$ cat src/rtl/ec_pkg.sv
// Shared helpers for the point doubler/adder arbiter: index widths and
// round-robin pointer arithmetic.
package ec_pkg;

    // Bit positions inside the sticky tag-error vector.
    localparam int ERR_DBL_BIT = 0;
    localparam int ERR_ADD_BIT = 1;

    // Width of the requester tag carried in the low ctl bits.
    function automatic int idx_bits(input int n);
        return (n <= 1) ? 1 : $clog2(n);
    endfunction

    // Width of a counter that must hold values 0..m inclusive.
    function automatic int cnt_bits(input int m);
        return (m <= 1) ? 1 : $clog2(m + 1);
    endfunction

    // Requester index after idx, wrapping modulo n.
    function automatic int rr_next(input int idx, input int n);
        return (idx + 1 >= n) ? 0 : idx + 1;
    endfunction

endpackage

$ cat src/rtl/ec_rr_chan_arb.sv
// One shared-core channel: round-robin request arbiter with a registered
// output stage, an outstanding-operation counter and a tag-based response demux.
//
// Handshake: a beat transfers on a rising clock edge where val and rdy are
// both high. A source never lowers val (or changes its payload) while val is
// high and rdy is low; rdy may depend combinationally on val.
module ec_rr_chan_arb
    import ec_pkg::*;
#(
    parameter int NUM_REQ      = 2,
    parameter int DAT_BITS     = 32,
    parameter int CTL_BITS     = 8,
    parameter int MAX_INFLIGHT = 8
) (
    input  logic                               i_clk,
    input  logic                               i_rst,
    // requester side, requests in
    input  logic [NUM_REQ-1:0]                 i_req_val,
    output logic [NUM_REQ-1:0]                 o_req_rdy,
    input  logic [NUM_REQ-1:0][DAT_BITS-1:0]   i_req_dat,
    input  logic [NUM_REQ-1:0][CTL_BITS-1:0]   i_req_ctl,
    input  logic [NUM_REQ-1:0]                 i_req_err,
    // requester side, responses out
    output logic [NUM_REQ-1:0]                 o_rsp_val,
    input  logic [NUM_REQ-1:0]                 i_rsp_rdy,
    output logic [NUM_REQ-1:0][DAT_BITS-1:0]   o_rsp_dat,
    output logic [NUM_REQ-1:0][CTL_BITS-1:0]   o_rsp_ctl,
    output logic [NUM_REQ-1:0]                 o_rsp_err,
    // shared core, requests out
    output logic                               o_core_val,
    input  logic                               i_core_rdy,
    output logic [DAT_BITS-1:0]                o_core_dat,
    output logic [CTL_BITS-1:0]                o_core_ctl,
    output logic                               o_core_err,
    // shared core, results in
    input  logic                               i_core_val,
    output logic                               o_core_rdy,
    input  logic [DAT_BITS-1:0]                i_core_dat,
    input  logic [CTL_BITS-1:0]                i_core_ctl,
    input  logic                               i_core_err,
    // sticky flag: a result came back with a tag no requester owns
    output logic                               o_tag_err
);

    localparam int IDX_BITS = idx_bits(NUM_REQ);
    localparam int CNT_BITS = cnt_bits(MAX_INFLIGHT);

    logic                core_val_q, core_val_d;
    logic [DAT_BITS-1:0] core_dat_q, core_dat_d;
    logic [CTL_BITS-1:0] core_ctl_q, core_ctl_d;
    logic                core_err_q, core_err_d;
    logic [IDX_BITS-1:0] rr_ptr_q, rr_ptr_d;
    logic [CNT_BITS-1:0] inflight_q, inflight_d;
    logic                tag_err_q, tag_err_d;

    logic                can_grant;
    logic                found;
    logic                issue;
    logic                retire;
    logic                tag_ok;
    logic [IDX_BITS-1:0] gnt_idx;
    logic [IDX_BITS-1:0] rsp_tag;
    logic [DAT_BITS-1:0] sel_dat;
    logic [CTL_BITS-1:0] sel_ctl;
    logic                sel_err;

    // Pick the first valid requester at or above rr_ptr, else the first below it.
    always_comb begin
        found     = 1'b0;
        gnt_idx   = '0;
        o_req_rdy = '0;
        sel_dat   = '0;
        sel_ctl   = '0;
        sel_err   = 1'b0;
        can_grant = !i_rst && (!core_val_q || i_core_rdy) &&
                    (inflight_q < CNT_BITS'(MAX_INFLIGHT));
        for (int j = 0; j < NUM_REQ; j++) begin
            if (!found && i_req_val[j] && (IDX_BITS'(j) >= rr_ptr_q)) begin
                found   = 1'b1;
                gnt_idx = IDX_BITS'(j);
            end
        end
        for (int j = 0; j < NUM_REQ; j++) begin
            if (!found && i_req_val[j]) begin
                found   = 1'b1;
                gnt_idx = IDX_BITS'(j);
            end
        end
        issue = can_grant && found;
        for (int j = 0; j < NUM_REQ; j++) begin
            if (gnt_idx == IDX_BITS'(j)) begin
                o_req_rdy[j] = issue;
                sel_dat      = i_req_dat[j];
                sel_ctl      = i_req_ctl[j];
                sel_err      = i_req_err[j];
            end
        end
    end

    // Route a core result to the requester named by its tag; unknown tags are swallowed.
    always_comb begin
        rsp_tag    = i_core_ctl[IDX_BITS-1:0];
        tag_ok     = 1'b0;
        o_core_rdy = 1'b1;
        o_rsp_val  = '0;
        o_rsp_dat  = '0;
        o_rsp_ctl  = '0;
        o_rsp_err  = '0;
        for (int j = 0; j < NUM_REQ; j++) begin
            if (rsp_tag == IDX_BITS'(j)) begin
                tag_ok       = 1'b1;
                o_core_rdy   = i_rsp_rdy[j];
                o_rsp_val[j] = i_core_val;
                if (i_core_val) begin
                    o_rsp_dat[j]                 = i_core_dat;
                    o_rsp_ctl[j]                 = i_core_ctl;
                    o_rsp_ctl[j][IDX_BITS-1:0]   = '0;
                    o_rsp_err[j]                 = i_core_err;
                end
            end
        end
        retire = i_core_val && o_core_rdy;
    end

    // Next state of the output register, arbiter pointer and outstanding count.
    always_comb begin
        core_val_d = core_val_q;
        core_dat_d = core_dat_q;
        core_ctl_d = core_ctl_q;
        core_err_d = core_err_q;
        rr_ptr_d   = rr_ptr_q;
        inflight_d = inflight_q;
        tag_err_d  = tag_err_q | (i_core_val && !tag_ok);
        if (issue) begin
            core_val_d                 = 1'b1;
            core_dat_d                 = sel_dat;
            core_ctl_d                 = sel_ctl;
            core_ctl_d[IDX_BITS-1:0]   = gnt_idx;
            core_err_d                 = sel_err;
            rr_ptr_d                   = IDX_BITS'(rr_next(int'(gnt_idx), NUM_REQ));
        end else if (i_core_rdy) begin
            core_val_d = 1'b0;
        end
        case ({issue, retire})
            2'b10:   inflight_d = inflight_q + 1'b1;
            2'b01:   if (inflight_q != '0) inflight_d = inflight_q - 1'b1;
            default: inflight_d = inflight_q;
        endcase
    end

    // State registers with synchronous reset.
    always_ff @(posedge i_clk) begin
        if (i_rst) begin
            core_val_q <= 1'b0;
            core_dat_q <= '0;
            core_ctl_q <= '0;
            core_err_q <= 1'b0;
            rr_ptr_q   <= '0;
            inflight_q <= '0;
            tag_err_q  <= 1'b0;
        end else begin
            core_val_q <= core_val_d;
            core_dat_q <= core_dat_d;
            core_ctl_q <= core_ctl_d;
            core_err_q <= core_err_d;
            rr_ptr_q   <= rr_ptr_d;
            inflight_q <= inflight_d;
            tag_err_q  <= tag_err_d;
        end
    end

    assign o_core_val = core_val_q;
    assign o_core_dat = core_dat_q;
    assign o_core_ctl = core_ctl_q;
    assign o_core_err = core_err_q;
    assign o_tag_err  = tag_err_q;

endmodule

$ cat src/rtl/ec_point_dbl_add_arb.sv
// Shares one point doubler and one point adder between NUM_REQ point
// multiplier engines. Each engine owns a private dbl and add stream pair;
// the two channels are independent. Every transfer is a single-beat packet,
// so sop/eop are held high on all outgoing streams.
module ec_point_dbl_add_arb
    import ec_pkg::*;
#(
    parameter int NUM_REQ      = 2,
    parameter int FP_BITS      = 32,
    parameter int CTL_BITS     = 8,
    parameter int MAX_INFLIGHT = 8
) (
    input  logic                                i_clk,
    input  logic                                i_rst,
    // double requests from engines
    input  logic [NUM_REQ-1:0]                  i_dbl_req_val,
    output logic [NUM_REQ-1:0]                  i_dbl_req_rdy,
    input  logic [NUM_REQ-1:0][FP_BITS-1:0]     i_dbl_req_dat,
    input  logic [NUM_REQ-1:0][CTL_BITS-1:0]    i_dbl_req_ctl,
    input  logic [NUM_REQ-1:0]                  i_dbl_req_err,
    // double results to engines
    output logic [NUM_REQ-1:0]                  o_dbl_rsp_val,
    input  logic [NUM_REQ-1:0]                  o_dbl_rsp_rdy,
    output logic [NUM_REQ-1:0][FP_BITS-1:0]     o_dbl_rsp_dat,
    output logic [NUM_REQ-1:0][CTL_BITS-1:0]    o_dbl_rsp_ctl,
    output logic [NUM_REQ-1:0]                  o_dbl_rsp_err,
    output logic [NUM_REQ-1:0]                  o_dbl_rsp_sop,
    output logic [NUM_REQ-1:0]                  o_dbl_rsp_eop,
    // add requests from engines
    input  logic [NUM_REQ-1:0]                  i_add_req_val,
    output logic [NUM_REQ-1:0]                  i_add_req_rdy,
    input  logic [NUM_REQ-1:0][2*FP_BITS-1:0]   i_add_req_dat,
    input  logic [NUM_REQ-1:0][CTL_BITS-1:0]    i_add_req_ctl,
    input  logic [NUM_REQ-1:0]                  i_add_req_err,
    // add results to engines
    output logic [NUM_REQ-1:0]                  o_add_rsp_val,
    input  logic [NUM_REQ-1:0]                  o_add_rsp_rdy,
    output logic [NUM_REQ-1:0][2*FP_BITS-1:0]   o_add_rsp_dat,
    output logic [NUM_REQ-1:0][CTL_BITS-1:0]    o_add_rsp_ctl,
    output logic [NUM_REQ-1:0]                  o_add_rsp_err,
    output logic [NUM_REQ-1:0]                  o_add_rsp_sop,
    output logic [NUM_REQ-1:0]                  o_add_rsp_eop,
    // to shared doubler
    output logic                                o_dbl_val,
    input  logic                                o_dbl_rdy,
    output logic [FP_BITS-1:0]                  o_dbl_dat,
    output logic [CTL_BITS-1:0]                 o_dbl_ctl,
    output logic                                o_dbl_err,
    output logic                                o_dbl_sop,
    output logic                                o_dbl_eop,
    // from shared doubler
    input  logic                                i_dbl_val,
    output logic                                i_dbl_rdy,
    input  logic [FP_BITS-1:0]                  i_dbl_dat,
    input  logic [CTL_BITS-1:0]                 i_dbl_ctl,
    input  logic                                i_dbl_err,
    // to shared adder
    output logic                                o_add_val,
    input  logic                                o_add_rdy,
    output logic [2*FP_BITS-1:0]                o_add_dat,
    output logic [CTL_BITS-1:0]                 o_add_ctl,
    output logic                                o_add_err,
    output logic                                o_add_sop,
    output logic                                o_add_eop,
    // from shared adder
    input  logic                                i_add_val,
    output logic                                i_add_rdy,
    input  logic [2*FP_BITS-1:0]                i_add_dat,
    input  logic [CTL_BITS-1:0]                 i_add_ctl,
    input  logic                                i_add_err,
    // bit0 dbl tag error, bit1 add tag error
    output logic [1:0]                          o_err_sticky
);

    logic dbl_tag_err;
    logic add_tag_err;

    ec_rr_chan_arb #(
        .NUM_REQ      (NUM_REQ),
        .DAT_BITS     (FP_BITS),
        .CTL_BITS     (CTL_BITS),
        .MAX_INFLIGHT (MAX_INFLIGHT)
    ) u_dbl_chan (
        .i_clk      (i_clk),
        .i_rst      (i_rst),
        .i_req_val  (i_dbl_req_val),
        .o_req_rdy  (i_dbl_req_rdy),
        .i_req_dat  (i_dbl_req_dat),
        .i_req_ctl  (i_dbl_req_ctl),
        .i_req_err  (i_dbl_req_err),
        .o_rsp_val  (o_dbl_rsp_val),
        .i_rsp_rdy  (o_dbl_rsp_rdy),
        .o_rsp_dat  (o_dbl_rsp_dat),
        .o_rsp_ctl  (o_dbl_rsp_ctl),
        .o_rsp_err  (o_dbl_rsp_err),
        .o_core_val (o_dbl_val),
        .i_core_rdy (o_dbl_rdy),
        .o_core_dat (o_dbl_dat),
        .o_core_ctl (o_dbl_ctl),
        .o_core_err (o_dbl_err),
        .i_core_val (i_dbl_val),
        .o_core_rdy (i_dbl_rdy),
        .i_core_dat (i_dbl_dat),
        .i_core_ctl (i_dbl_ctl),
        .i_core_err (i_dbl_err),
        .o_tag_err  (dbl_tag_err)
    );

    ec_rr_chan_arb #(
        .NUM_REQ      (NUM_REQ),
        .DAT_BITS     (2*FP_BITS),
        .CTL_BITS     (CTL_BITS),
        .MAX_INFLIGHT (MAX_INFLIGHT)
    ) u_add_chan (
        .i_clk      (i_clk),
        .i_rst      (i_rst),
        .i_req_val  (i_add_req_val),
        .o_req_rdy  (i_add_req_rdy),
        .i_req_dat  (i_add_req_dat),
        .i_req_ctl  (i_add_req_ctl),
        .i_req_err  (i_add_req_err),
        .o_rsp_val  (o_add_rsp_val),
        .i_rsp_rdy  (o_add_rsp_rdy),
        .o_rsp_dat  (o_add_rsp_dat),
        .o_rsp_ctl  (o_add_rsp_ctl),
        .o_rsp_err  (o_add_rsp_err),
        .o_core_val (o_add_val),
        .i_core_rdy (o_add_rdy),
        .o_core_dat (o_add_dat),
        .o_core_ctl (o_add_ctl),
        .o_core_err (o_add_err),
        .i_core_val (i_add_val),
        .o_core_rdy (i_add_rdy),
        .i_core_dat (i_add_dat),
        .i_core_ctl (i_add_ctl),
        .i_core_err (i_add_err),
        .o_tag_err  (add_tag_err)
    );

    assign o_dbl_sop     = 1'b1;
    assign o_dbl_eop     = 1'b1;
    assign o_add_sop     = 1'b1;
    assign o_add_eop     = 1'b1;
    assign o_dbl_rsp_sop = '1;
    assign o_dbl_rsp_eop = '1;
    assign o_add_rsp_sop = '1;
    assign o_add_rsp_eop = '1;

    always_comb begin
        o_err_sticky              = '0;
        o_err_sticky[ERR_DBL_BIT] = dbl_tag_err;
        o_err_sticky[ERR_ADD_BIT] = add_tag_err;
    end

endmodule
$ cat config.mk
export PLATFORM = sky130hd
export DESIGN_NAME = ec_point_dbl_add_arb
export DESIGN_NICKNAME = d
export VERILOG_FILES = /design/src/rtl/ec_pkg.sv /design/src/rtl/ec_rr_chan_arb.sv /design/src/rtl/ec_point_dbl_add_arb.sv
export SDC_FILE = /design/constraint.sdc
export NUM_CORES = 1
export LEC_CHECK = 0
export ABC_AREA = 1
export CORE_AREA = 2 2 282 284
export DETAILED_ROUTE_END_ITERATION = 16
export DIE_AREA = 0 0 284 286
export PLACE_DENSITY = 0.36
export SLEW_MARGIN = 20
export SYNTH_ARGS = -nofsm -noshare
export SYNTH_HDL_FRONTEND = slang
export SYNTH_SLANG_ARGS = --single-unit
$ cat constraint.sdc
create_clock -name i_clk -period 1.8 [get_ports i_clk]
set_input_delay 0.36 -clock i_clk [delete_from_list [all_inputs] [get_ports i_clk]]
set_output_delay 0.36 -clock i_clk [all_outputs]
set_load 0.01 [all_outputs]
Word level (Yosys, flattened, before mapping):

Index checks and enable logic that the tools add are counted.

* flip-flop bits (word level): 126
* output and inout bits: 368

* add/subtract/negate cells: 6
* magnitude comparators: 8
* equal/unequal tests: 6
* multiplexer cells: 58
* reductions and logical operators: 37

Operator list (number)
* 64-bit 2-to-1 mux: 4
* 32-bit 2-to-1 mux: 4
* 8-bit 2-to-1 mux: 8
* 1-bit 2-to-1 mux: 38
* 1-bit logical AND: 18
* 4-bit case mux with 2 select lines: 2
* 1-bit zero test: 9
* 4-bit by 1-bit adder with 4-bit output, second input constant: 2
* 4-bit less-than comparator, second input constant: 2
* 4-bit 2-to-1 mux: 2
* 2-bit nonzero test: 4
* 4-bit nonzero test: 2
* 4-bit by 1-bit subtractor with 4-bit output, second input constant: 2
* 1-bit by 1-bit adder with 2-bit output, second input constant: 2
* 2-bit by 1-bit equality test with 1-bit output, second input constant: 2
* 2-bit equality test, second input constant: 2
* 1-bit >= comparator, first input constant: 4
* 2-bit >= comparator, second input constant: 2
* 2-bit by 1-bit inequality test with 1-bit output, second input constant: 2
* 2-bit AND reduction: 2
* 1-bit logical OR: 2

Logic depth before layout (Yosys ltp):

* word-level depth: 17
* mapped depth: 14
* mapped depth without buffers: 14

Cells and area by module:

Synthesis repeated with hierarchy kept, for this count alone.

* cell total of the unflattened synthesis: 1131
* area, all modules: 6991.7 sq um

Modules (own cells, without submodules)
* ec_rr_chan_arb (u_add_chan): instances 1, cells an instance 696, area an instance 4275.4 sq um
* ec_rr_chan_arb (u_dbl_chan): instances 1, cells an instance 420, area an instance 2607.5 sq um
* ec_point_dbl_add_arb: instances 1, cells an instance 15, area an instance 108.9 sq um

Worst setup path before layout:

OpenSTA, ideal clock, no wires.

* kind: input port to flip-flop
* start: input o_add_rdy
* end: register u_add_chan.inflight_q[2]
* library setup time: 0.121 ns
* arrival time: 1.502 ns
* required time: 1.679 ns
* slack: 0.177 ns
* cell stages on the path: 13
* cells stage by stage: inv_1 > nand2_1 > nand4_4 > nand2_2 > inv_2 > or2_1 > nand2_1 > inv_1 > ha_1 > inv_1 > nand2_1 > xor2_1 > a21oi_1

* cells in the longest elaborated chain, start to end: 7

Ends and longest elaborated chain
* start, declared: RTL line ec_point_dbl_add_arb.sv:59 `input logic o_add_rdy,`
* 1-bit logical OR *: RTL line ec_rr_chan_arb.sv:75 `can_grant = !i_rst && (!core_val_q || i_core_rdy) &&`
* 1-bit logical AND * (2 in a row): RTL line ec_rr_chan_arb.sv:75
* 1-bit logical AND *: RTL line ec_rr_chan_arb.sv:89 `issue = can_grant && found;`
* 2-bit by 1-bit equality test with 1-bit output or 2-bit equality test (tied branches): RTL line ec_rr_chan_arb.sv:144 `case ({issue, retire})`
* 2-bit by 1-bit inequality test with 1-bit output (no line) or 2-bit nonzero test (tied branches)
* 2-bit AND reduction (no line)
* end signal, assigned: RTL line ec_rr_chan_arb.sv:167 `inflight_q <= inflight_d;`
* end, declared: RTL line ec_rr_chan_arb.sv:53 `logic [CNT_BITS-1:0] inflight_q, inflight_d;`

Mark *: on every way between the ends. The rest lies on a longest branch, timed or not.
A chain may end at the register's enable or synchronous reset.

==> reports/summary.txt <==
Setup Total Neg Slack - 0 ns
Asr flop ratio synth - 0
Worst-path clk slew - 0.06 ns
Dpl ws - -0.707 ns
Met1 Usage GRT - 0.118
Syn Inst Count - 1137
CTS Buf Count - 17
Initial DRC Count - 347
First-pass GRT wire length - 63500 µm
Total GRT Usage - 0.105
YS warnings - 0
# port buffers - 701
Vias in the first global route - 9741
Starting Density - 0.0878
Worst reg2reg startpoint - u_add_chan.o_core_val
Worst-skew pair later-pin latency - 0.46 ns
Clk_skew - 0.0128 ns
Worst-path maximum fanout - 19
Layout cells sized above 1 - 0.125
Worst-margin pin slew - 0.793 ns
Slew margin rel. - 0.471
Fin. max-slew vios - 0
Clock buffer depth - 2
1st-pass router iterations - 5
PnR worst setup slack - 0.0476 ns
Final WL - 44900 µm
Critical path launch point type - input port
Final Util - 0.203
GR Overflow Total - 0
Ys flop type - dfxtp_1
CP arrival - 1.39 ns
GR met3 Demand/Resource - 0.0350
Vias per cell - 3.33
Min Tclk post-route - 1.75 ns
Layout area overhead - 131%
CP Class - in2out
Reg2Reg Depth - 13
Flops & latches, synth - 126
Flop2flop setup slack - 0.13 ns
DIE HEIGHT - 286 µm
Gr busiest metal - met2
Gp weighted congestion - 0.870
Via count - 9750
Final Hold Fails - 0
Crit path required time - 1.44 ns
Final HPWL DP - 36400 µm
# DRC - 0
Number of synthesized flops with an enable pin - 0
Post-route insts no fill - 2931
CTS root buffer - clkbuf_16
Most frequent cell after synthesis - nand2_1
Hold crit path type - in2reg
Initial antenna violation count - 5
Wire per inst - 15.3 µm
Worst reg2reg endpoint - u_add_chan.inflight_q[2]
Finish-stage setup viols - 0
Chip Width - 284 µm
Dpl cells - 2883
Synth cell types - 27
Synthesized area - 6880 µm²
Top cells by count, synth - nand2_1 (374), nor2_1 (234), inv_1 (151)
CTS tree - yes
Worst Hold Path EP - u_add_chan.inflight_q[1]
Worst VDD drop - 0.476 mV
GR Layer Usage met2 - 0.185
Hold Path Depth - 4
Post-route ant nets - 0
PD cells - 623 nW/µm²
Layout Nets - 2220
H-Tree Depth - 4
Mean post-synth cell area - 6.05 µm²
F_max - 571 MHz
Die ar. - 81200 µm²
Total of max-cap violations - 0
Pin count of the biggest net entering global routing - 76
Core ar. - 78400 µm²
Power Total - 9.92 mW
Period utilization - 0.974
Io pins - 724
Register area share after synthesis - 0.367
Leakage - 7.01 nW
# clock sinks - 126
Largest area contributor in the netlist - dfxtp_1
RSZ-0062 raised after global routing - true
Synth top area cells - dfxtp_1 (37%), nand2_1 (20%), nor2_1 (13%)
Status - completed
Synth top area share - 0.367
CP Capture Type - output pin
Hold Startpoint - i_rst
Row count - 103
[worst max-delay path by stage]
stage	slack [ns]	to	start	depth (start not counted)
5_1_grt	-0.04	u_add_chan.inflight_q[2]	o_add_rsp_rdy[1]	16
6_report	0.05	o_add_rsp_dat[87]	i_add_ctl[0]	6
3_3_place_gp	-0.69	o_dbl_rsp_dat[25]	i_dbl_ctl[0]	6
4_1_cts	-0.03	i_add_req_rdy[1]	u_add_chan.o_core_val	7
3_5_place_dp	-0.71	o_dbl_rsp_dat[9]	i_dbl_ctl[0]	6
2_1_floorplan	0.18	u_add_chan.inflight_q[2]	o_add_rdy	13
[cell families (layout without fill, tap and decap cells)]
logic type | count (synthesis) | after routing | share of synthesized area
xor gates and xnor gates | 3 | 3 | 0.00382
other | 2 | 24 | 0.00109
buffers and inverters | 244 | 966 | 0.156
DFF | 126 | 126 | 0.367
AOI/OAI and AO/OA | 138 | 138 | 0.123
adders and majority gates | 2 | 2 | 0.00364
and+or+nand+nor | 622 | 622 | 0.346
[where the power goes]
group / total [mW] / leakage [nW] / switching (mW) / internal [mW]
Combinational: 3.26 / 5.71 / 1.53 / 1.73
Clock: 3.45 / 0.268 / 1.45 / 2.00
Sequential: 3.21 / 1.03 / 0.155 / 3.05
[state kept, by name (all words and copies together), names as in the netlist]
name and cells:
u_dbl_chan.o_core_err 1, u_dbl_chan.o_core_dat 32, u_add_chan.o_core_val 1, u_dbl_chan.inflight_q 4
u_add_chan.o_core_err 1, u_add_chan.inflight_q 4, u_dbl_chan.o_core_ctl 8, u_dbl_chan.rr_ptr_q 1
u_add_chan.o_core_dat 64, u_add_chan.o_core_ctl 8, u_dbl_chan.o_core_val 1, u_add_chan.rr_ptr_q 1
[placed cells by master, fill, tap and decap left out, types with 18 or more instances in the layout]
cell type	n
buf_2	19
dlygate4sd2_1	113
clkdlybuf4s15_2	23
nand2_1	363
clkbuf_2	31
conb_1	18
dfxtp_1	123
inv_1	143
clkdlybuf4s50_1	423
a31oi_1	112
buf_4	62
nor2_1	225
clkdlybuf4s15_1	81
[per-stage QoR]
step	cell area (µm²)	hold WS (ns)
after global placement	15400	0.450
after CTS	15900	0.253
after global routing	15900	0.313
final	15900	0.297
after floorplan	6940	0.438
after detailed placement	15400	0.455
[what timing repair did]
action	4_1_cts	5_1_grt
setup endpoints to repair	268	129
cloned	1	0
pin swaps	7	14
hold buffers	0	0
resized for setup	482	128
setup buffers	4	5
[critical path: stages]
cell	delay, ns
clkdlybuf4s15_2	0.23
buf_6	0.13
nand2_4	0.10
buf_12	0.17
nor2_1	0.12
clkdlybuf4s15_2	0.27
[cell type report]
type | instances | area (µm²)
inverters | 155 | 587
flip-flops and latches | 126 | 2530
multi-input cells | 783 | 3470
repair buffers | 779 | 7440
diodes | 6 | 15.0
fillers | 9004 | 62400
clock buffers | 22 | 474
clock inverters | 10 | 88.8
well taps | 1050 | 1310
[metal layers]
layer,routed length [µm],vias up,share of wire
li1,-,4909,-
met1,17900,4379,0.40
met2,22600,417,0.50
met3,3540,43,0.079
met4,879,2,0.020
met5,13,-,0.00029
Note: power is estimated with default switching activity, not from simulation.
